### config.mk
export PLATFORM = sky130hd
export DESIGN_NAME = pc_register
export DESIGN_NICKNAME = d
export VERILOG_FILES = /design/src/rtl/pc_register.sv
export SDC_FILE = /design/constraint.sdc
export NUM_CORES = 1
export LEC_CHECK = 0
export ABC_AREA = 1
export CORE_UTILIZATION = 41
export DETAILED_ROUTE_END_ITERATION = 16
export GPL_ROUTABILITY_DRIVEN = 0
export PLACE_DENSITY = 0.77
export SLEW_MARGIN = 0
export SYNTH_ARGS = -nofsm -noshare
export SYNTH_HDL_FRONTEND = slang
export SYNTH_SLANG_ARGS = --single-unit
### constraint.sdc
create_clock -name clk -period 1.48 [get_ports clk]
set_clock_uncertainty 0.15 [all_clocks]
set_input_delay 0.296 -clock clk [delete_from_list [all_inputs] [get_ports clk]]
set_output_delay 0.296 -clock clk [all_outputs]
set_load 0.005 [all_outputs]
### src/rtl/pc_register.sv
// Architectural PC, Y86-64 status code and IDLE/RUN/HALT run controller for the sequential core.
// Retires one instruction per RUN cycle unless a fault or halt stops the machine.
module pc_register #(
  parameter logic [63:0] RESET_PC  = 64'h0,
  parameter int          CNT_WIDTH = 32
) (
  input  logic                 clk,
  input  logic                 rst_n,
  input  logic                 start,
  input  logic [63:0]          pc_updated,
  input  logic [3:0]           icode,
  input  logic                 instr_valid,
  input  logic                 imem_error,
  output logic [63:0]          pc,
  output logic [2:0]           stat,
  output logic                 running,
  output logic                 halted,
  output logic [CNT_WIDTH-1:0] cycle_count,
  output logic [CNT_WIDTH-1:0] instr_count
);

  typedef enum logic [1:0] {
    IDLE = 2'b00,
    RUN  = 2'b01,
    HALT = 2'b10
  } state_t;

  localparam logic [2:0] STAT_AOK = 3'd1;
  localparam logic [2:0] STAT_HLT = 3'd2;
  localparam logic [2:0] STAT_ADR = 3'd3;
  localparam logic [2:0] STAT_INS = 3'd4;
  localparam logic [CNT_WIDTH-1:0] CNT_ONE = 1;

  state_t               r_state, r_state_next;
  logic [63:0]          r_pc, r_pc_next;
  logic [2:0]           r_stat, r_stat_next;
  logic [CNT_WIDTH-1:0] r_cycle_count, r_cycle_count_next;
  logic [CNT_WIDTH-1:0] r_instr_count, r_instr_count_next;

  always_ff @(posedge clk) begin
    if (!rst_n) begin
      r_state       <= IDLE;
      r_pc          <= RESET_PC;
      r_stat        <= STAT_AOK;
      r_cycle_count <= '0;
      r_instr_count <= '0;
    end else begin
      r_state       <= r_state_next;
      r_pc          <= r_pc_next;
      r_stat        <= r_stat_next;
      r_cycle_count <= r_cycle_count_next;
      r_instr_count <= r_instr_count_next;
    end
  end

  always_comb begin
    r_state_next       = r_state;
    r_pc_next          = r_pc;
    r_stat_next        = r_stat;
    r_cycle_count_next = r_cycle_count;
    r_instr_count_next = r_instr_count;
    case (r_state)
      IDLE: begin
        if (start) r_state_next = RUN;
      end
      RUN: begin
        // The terminating cycle still counts; the faulting PC stays visible for debug.
        r_cycle_count_next = r_cycle_count + CNT_ONE;
        if (imem_error) begin
          r_stat_next  = STAT_ADR;
          r_state_next = HALT;
        end else if (!instr_valid) begin
          r_stat_next  = STAT_INS;
          r_state_next = HALT;
        end else if (icode == 4'h0) begin
          r_stat_next  = STAT_HLT;
          r_state_next = HALT;
        end else begin
          r_pc_next          = pc_updated;
          r_instr_count_next = r_instr_count + CNT_ONE;
        end
      end
      HALT: begin
      end
      default: begin
        r_state_next = HALT;
        r_stat_next  = STAT_INS;
      end
    endcase
  end

  assign pc          = r_pc;
  assign stat        = r_stat;
  assign running     = (r_state == RUN);
  assign halted      = (r_state == HALT);
  assign cycle_count = r_cycle_count;
  assign instr_count = r_instr_count;

endmodule

; ---- After elaboration in Yosys (flattened, before gate mapping)
; Index checks and enable logic that the tools add are counted.
[op_classes]
n_addsub = 2
n_mul = 0
n_div = 0
magnitude_cmp = 0
eq_ne = 4
shifts = 0
mux = 9
n_bitwise = 4
reduce_logical = 6
[ops]
columns = cell, count
row1 = 32-bit by 1-bit adder with 32-bit output (second input constant), 2
row2 = 3-bit 2-to-1 mux, 3
row3 = 2-bit 2-to-1 mux, 4
row4 = 2-bit case mux with 3 select lines, 1
row5 = 3-bit case mux with 2 select lines, 1
row6 = 4-bit zero test, 1
row7 = 4-bit by 3-bit inequality test with 1-bit output (second input constant), 1
row8 = 1-bit NOT, 4
row9 = 4-bit AND reduction, 1
row10 = 3-bit AND reduction, 1
row11 = 2-bit by 1-bit == test with 1-bit output (second input constant), 1
row12 = 2-bit == test (second input constant), 1
row13 = 2-bit zero test, 1
row14 = 2-bit inequality test (second input constant), 1
row15 = 2-bit AND reduction, 1
row16 = 2-bit OR reduction, 1
[word_totals]
ff_bits = 133
latchBits = 0
ram_bits = 0
rom_bits = 0
in_bits = 73
out_inout_bits = 133
memories = 0

; ---- Depth between registers and ports, before layout
; Gate-level depths: netlist of run 1.
[depth]
ltp_word = 5
ltp_mapped = 10
depth_no_buf = 10

; ---- Worst setup path after synthesis of run 1
; OpenSTA, ideal clock, no wires.
[synth_timing]
path_kind = register to register
start = reg r_cycle_count[0] (netlist: cycle_count[0])
end = reg r_cycle_count[28] (netlist: cycle_count[28])
t_arrival_ps = 1365
required_ps = 1217
path_slack_ps = -148
stages_incl_launch_ff = 9
period_less_slack_ps = 1628
cell_sequence = dfxtp_1 > ha_1 > inv_1 > nor3_4 > nand3_2 > nor2_1 > nand2_1 > nor2_1 > nor2_1
[synth_between]
elab_chain_cells = 1
[synth_rtl]
columns = element, line_no
row1 = "start, declared", 37  ; logic [CNT_WIDTH-1:0] r_cycle_count, r_cycle_count_next;
row2 = "start signal, assigned", 51  ; r_cycle_count <= r_cycle_count_next;
row3 = 32-bit by 1-bit adder with 32-bit output, 68  ; r_cycle_count_next = r_cycle_count + CNT_ONE;
; Every way passes these cells.
; A chain may end at the register's enable or synchronous reset.

; ---- Final worst setup path of run 1
[layout_timing]
start = reg r_state[1]
end = reg r_instr_count[25] (netlist: instr_count[25])
[layout_between]
elab_chain_cells = 2
[layout_rtl]
columns = element, line_no
row1 = "start, declared", 34  ; state_t r_state, r_state_next;
row2 = "start signal, assigned", 48  ; r_state <= r_state_next;
row3 = 2-bit by 1-bit == test with 1-bit output, 62  ; case (r_state)
row4 = 4-bit AND reduction (no line), -
row5 = "end signal, assigned", 52  ; r_instr_count <= r_instr_count_next;
row6 = "end, declared", 38  ; logic [CNT_WIDTH-1:0] r_instr_count, r_instr_count_next;
; Every way passes these cells.

==> flow_summary_export.csv, run 1 <==
group,metric,value,unit
outcome,status,"finished, violations left",
outcome,violations,"negative setup slack",
setup_path,cp.arrival,2050,ps
final_layout,final_cell_mix,"207 x nor2_1, 124 x buf_4, 107 x nand2_1",
routing,drc,0,
routing,vias,7824,
synth,netlist.area_leader.share,45.34,%
clock_network,clk_pin_slew,60,ps
routing,ant_nets,0,
place,place_inst,1319,
global_routing,grt_remaining_overflow,0,
clock_network,h-tree-depth,4,
routing,wl,26920,µm
setup_path,critical_path.startpoint_type,"flop",
routing,drt-initial-drc-count,630,
floorplanning,fp-row-count,43,
final_layout,syn_to_final_growth,98.04,%
timing,timing.hold.ws,210.4,ps
synth,synth_area,5872,µm²
floorplanning,start_util,42.14,%
routing,routedWlPerCell,18.64,µm
floorplanning,dieHeight,121.7,µm
timing,post-route-period-util,126.7,%
place,hpwlAfterDp,12980,µm
pwr,power_leakage,5.205,nW
setup_path,worstSetupEndpointType,"flop",
place,dp_worst_setup_slack,-520.9,ps
timing,fin_crit,1875,ps
timing,rsz0062_at_grt,"true",
floorplanning,io_pins,206,
global_routing,antenna_found_initial,0,
timing,slew_headroom,72.55,%
final_layout,final_common_cell,"nor2_1",
global_routing,grt_max_degree,57,
synth,ys_ff_latch,133,
pwr,vdd_drop_max,0.7989,mV
timing,setup_viol,137,
final_layout,finish.utilization,83.45,%
timing,worst_pin_slew,408.6,ps
global_routing,grt_pass1_vias,6425,
clock_network,cts_buffers,17,
timing,hold_viol_final,0,
clock_network,cts_buffer_depth,2,
timing,final.setup.worst_slack,-395.0,ps
pwr,power_density,801.6,nW/µm²
synth,yosysUniqueCellTypes,32,
setup_path,crit_fanout,6,
place,io_buffers,205,
clock_network,cts_tree,"built",
clock_network,root_buffer,"clkbuf_16",
routing,first_pass_iters,5,
setup_path,r2r_cells,11,
pwr,power.total,9.322,mW
timing,fmax,533.3,MHz
final_layout,antenna_cells,0,
global_routing,grt_usage,26.91,%
synth,syn_nets,933,
synth,postSynthCellCount,858,
job,drv_cap,0,
clock_network,clock_latency,420,ps
synth,synth.avg_cell_area,6.844,µm²
final_layout,fin_cells,1444,
synth,synthTopCellsByArea,"dfxtp_1 45%, nor2_1 16%, nand2_1 9.1%, o21ai_0 7.5%, inv_1 5.4%",
final_layout,fin_nets,1326,
timing,slew_violations,0,
setup_path,required,1660,ps
floorplanning,core_area,13930,µm²
synth,yosys_warnings,0,
clock_network,clock-sinks,133,
floorplanning,die_area,14800,µm²
synth,seq_area_frac_synth,45.34,%
final_layout,drive_above_1_share,42.64,%
min_path,whs_path_depth,4,
routing,vias_per_cell,5.418,
floorplanning,die_x,121.7,µm
global_routing,grt_pass1_wl,30740,µm
min_path,hp-class,"in -> reg",
setup_path,crit_type,"reg -> reg",
setup_path,timing.reg2reg.setup_slack,-400,ps
synth,synth_area_leader_cell,"dfxtp_1",
==> registers in the layout, summed over array words and instances (netlist names) <==
signal       flops
r_state          2
cycle_count     32
instr_count     32
stat             3
pc              64
==> layout make-up <==
class / count / area, µm²
Clock buffer: 20 / 436.7
Clock inverter: 12 / 178.9
Fill cell: 738 / 2306
Inverter: 87 / 349.1
Multi-Input combinational cell: 608 / 3660
Sequential cell: 133 / 2805
Tap cell: 180 / 225.2
Timing Repair Buffer: 403 / 3963
Timing Repair inverter: 1 / 11.26
==> worst max-delay path, cell delays in order, from the launching register on <==
cell	delay (ps)
dfxtp_4	360
clkinv_4	70
nand2_8	70
nor2_4	150
nand2_4	120
nor2_4	200
buf_12	160
buf_6	90
nand3_1	70
nand2_1	70
nand2_1	80
nor2_1	180
==> kinds of logic (layout without fill, tap and decap cells) <==
logic type               count (synthesis)  count (layout)  share of synthesized area [%]
AND/OR/NAND/NOR                        477             477                          33.92
XOR/XNOR                                 7               7                          1.044
flip-flops                             133             133                          45.34
adder cells (fa/ha/maj)                  2               2                         0.4261
AO/OA/AOI/OAI                          122             122                          10.78
buffers and inverters                  117             523                          8.481
==> cells in the mapped netlist <==
library cell / count
nand4_1: 24
o21bai_1: 4
xnor2_1: 3
inv_2: 2
clkbuf_1: 20
nand2_4: 1
nor3_4: 2
inv_1: 84
nand3b_1: 1
a211oi_1: 1
o21ai_0: 88
nand3_1: 39
and2_1: 1
o211ai_1: 1
nor3_1: 15
dfxtp_1: 133
nor2_2: 2
ha_1: 2
buf_6: 7
nor2_1: 244
nand3_2: 1
buf_2: 2
nand2_1: 142
nor2_4: 2
nor3b_1: 1
a21oi_1: 26
clkinv_1: 1
o21a_1: 1
buf_4: 1
xor2_1: 4
o21ba_2: 1
nand2_2: 2
==> timing repair <==
| item | in CTS | in global routing |
|---|---|---|
| pin swaps | 32 | 65 |
| setup endpoints to repair | 248 | 184 |
| buffers inserted | 49 | 33 |
| gates cloned | 1 | 19 |
| resized for setup | 436 | 316 |
| hold buffers | 0 | 0 |
==> layer usage <==
metal | wire, µm | up-vias | part of all wire [%] | global-route usage [%]
met3 | 2484 | 148 | 9.2 | 8.287
met2 | 13190 | 494 | 49 | 48.08
met1 | 9891 | 3654 | 37 | 29.47
met5 | 0 | - | 0 | 0
li1 | - | 3528 | - | -
met4 | 1361 | 0 | 5.1 | 10.80
==> metrics by stage <==
stage                     TNS [ps]  cell area (µm²)
final                       -21670            11630
after global routing        -27130            11630
after CTS                    -8129            10130
after detailed placement    -43560             8896
after global placement      -40350             8896
after floorplan             -65.14             5941
==> path summary, 6_finish.rpt <==
kind / start / to
worst max-delay path: r_state[1] / instr_count[25]
worst min register to register: stat[2] / stat[2]
worst min-delay path: rst_n / instr_count[1]
worst max register to register: r_state[1] / instr_count[25]
==> report_power, final <==
group	leakage (nW)	internal (mW)	total [mW]	switching [mW]
registers	1.12	3.65	3.72	0.0712
clock network	0.291	2.82	4.52	1.69
logic	3.80	0.590	1.08	0.495
Power figures use the tool's default switching activity.
==> run 2, diff against run 1 <==
--- a/config.mk
+++ b/config.mk
@@ -6,6 +6,7 @@
 export NUM_CORES = 1
 export LEC_CHECK = 0
 export ABC_AREA = 1
+export CAP_MARGIN = 20
 export CORE_UTILIZATION = 41
 export DETAILED_ROUTE_END_ITERATION = 16
 export GPL_ROUTABILITY_DRIVEN = 0
==> results of run 2 <==
No change in the layout: final DEF, timing and power equal those of run 1.
==> run 3, diff against run 2 <==
--- a/config.mk
+++ b/config.mk
@@ -10,7 +10,7 @@
 export CORE_UTILIZATION = 41
 export DETAILED_ROUTE_END_ITERATION = 16
 export GPL_ROUTABILITY_DRIVEN = 0
-export PLACE_DENSITY = 0.77
+export PLACE_DENSITY_LB_ADDON = 0.3
 export SLEW_MARGIN = 0
 export SYNTH_ARGS = -nofsm -noshare
 export SYNTH_HDL_FRONTEND = slang
==> run 3 against run 2 <==
  * Maximum frequency increased by 2.6%
  * Sequential power about the same
  * Clock power decreased by 6.6%
  * Worst setup slack improved by 47 ps
  * Register-to-register slack improved by 50 ps
  * Design area increased by 1.2%
  * Routed wire length decreased by 1.5%
  * Worst hold slack got worse by 81 ps
  * The run still ends with negative setup slack left
  * Highest routed layer unchanged
==> flow_summary_export.csv, run 3 (same netlist as run 1, synthesis figures left out) <==
group,metric,value,unit
outcome,status,"finished, violations left",
outcome,violations,"negative setup slack",
clock_network,clock_latency,430,ps
setup_path,critical_path.startpoint_type,"flop",
final_layout,finish.utilization,84.44,%
timing,post-route-period-util,123.5,%
setup_path,required,1690,ps
routing,drt-initial-drc-count,483,
floorplanning,io_pins,206,
timing,hold_viol_final,0,
routing,routedWlPerCell,18.26,µm
setup_path,critPathSlowestCell,"dfxtp_4",
min_path,hp-class,"in -> reg",
clock_network,h-tree-depth,4,
floorplanning,die_x,121.7,µm
clock_network,root_buffer,"clkbuf_16",
place,placed_cell_area,8876,µm²
clock_network,cts_buffer_depth,2,
pwr,vdd_drop_max,0.8985,mV
final_layout,syn_to_final_growth,100.4,%
final_layout,fin_nets,1337,
clock_network,clk_pin_slew,60,ps
routing,vias,7715,
final_layout,drive_above_1_share,46.98,%
pwr,power_density,781.4,nW/µm²
floorplanning,start_util,42.14,%
routing,wl,26530,µm
final_layout,antenna_cells,0,
job,drv_cap,0,
place,hpwlAfterDp,12570,µm
routing,vias_per_cell,5.310,
timing,fmax,547.2,MHz
routing,first_pass_iters,6,
pwr,power_leakage,5.220,nW
timing,final.setup.worst_slack,-347.6,ps
global_routing,grt_pass1_wl,38140,µm
clock_network,cts_tree,"built",
final_layout,multiInputGateArea,3700,µm²
routing,drc,0,
clock_network,cts_buffers,17,
timing,slew_headroom,66.02,%
final_layout,largest_reg_flops,64,
timing,rsz0062_at_grt,"true",
final_layout,final_common_cell,"nor2_1",
clock_network,clock-sinks,133,
setup_path,critPathMaxStageDelay,340,ps
timing,fin_crit,1828,ps
final_layout,final_area,11770,µm²
global_routing,antenna_found_initial,0,
floorplanning,die_area,14800,µm²
global_routing,grt_remaining_overflow,0,
global_routing,grt_pass1_vias,7464,
global_routing,grt_usage,33.36,%
final_layout,nFillCells,758,
setup_path,crit_type,"reg -> reg",
timing,slew_violations,0,
setup_path,critPathTopFamily,"simple AND/OR/NAND/NOR gates",
timing,setup_viol,133,
place,io_buffers,205,
setup_path,worstSetupEndpointType,"flop",
floorplanning,dieHeight,121.7,µm
setup_path,cp.arrival,2030,ps
global_routing,grt_max_degree,71,
floorplanning,core_area,13930,µm²
final_layout,ff_latch_area,2816,µm²
timing,worst_pin_slew,507.8,ps
setup_path,crit_fanout,4,
routing,ant_nets,0,
setup_path,cp_cell_sequence,"buf_4 -> nand2_1 -> nor2_4 -> inv_1 -> nor2_1 -> nand2_4 -> o21ai_1 -> inv_1 -> nor2_1",
setup_path,critPathBufInv,3,
final_layout,final_cell_mix,"175 x nor2_1, 125 x buf_4, 116 x nand2_1",
floorplanning,fp-row-count,43,
-- run 3: final cells by class --
| type | count | area share, % |
|---|---|---|
| Clock buffer | 21 | 3.998 |
| Inverter | 87 | 2.946 |
| Timing Repair Buffer | 415 | 34.88 |
| Multi-Input combinational cell | 608 | 31.44 |
| Sequential cell | 133 | 23.94 |
| Clock inverter | 9 | 0.8826 |
| Tap cell | 180 | 1.914 |
-- run 3: through the flow --
stage               setup slack, ps  hold WS, ps  power, mW  setup TNS (ps)  instances
floorplan                    -17.80        305.8      4.101          -65.14        858
global placement             -510.8        305.0      4.598          -45370       1313
detailed placement           -557.3        311.1      4.609          -49390       1313
CTS                          -261.2        112.9      9.111          -18850       1450
global route                 -459.8        122.9      9.487          -29640       1453
finish                       -347.6        129.3      9.194          -21930       1453
-- run 3: tightest hold or removal path, stage by stage --
cell      delay [ps]
buf_2            130
clkinv_1         170
nor2_1            60
-- run 3: power by group --
| part | total [mW] | switching (mW) | internal (mW) |
|---|---|---|---|
| clock | 4.22 | 1.63 | 2.58 |
| combinational | 1.24 | 0.553 | 0.690 |
| sequential | 3.74 | 0.0781 | 3.66 |
| total | 9.19 | 2.26 | 6.93 |
-- run 3: metal layers --
metal | vias to the layer above | routed length [µm] | global-route usage [%]
met5 | - | 0 | 0
met4 | 0 | 1025 | 15.97
met3 | 110 | 2112 | 10.02
met1 | 3676 | 10010 | 36.92
met2 | 373 | 13380 | 58.13
li1 | 3556 | - | -
-- run 3: final timing paths --
check,to,from,slack [ps],cells after the start
worst max-delay path,cycle_count[27],cycle_count[11],-350,9
worst min-delay path,cycle_count[11],rst_n,130,3
worst max register to register,cycle_count[27],cycle_count[11],-350,9
worst min register to register,instr_count[12],instr_count[12],320,1
-- run 3: timing repair --
item,4_1_cts,5_1_grt
cloned,20,0
pin swaps,91,94
resized for setup,644,214
buffers inserted,93,32
endpoints found under the setup margin,254,210
hold buffers,0,0
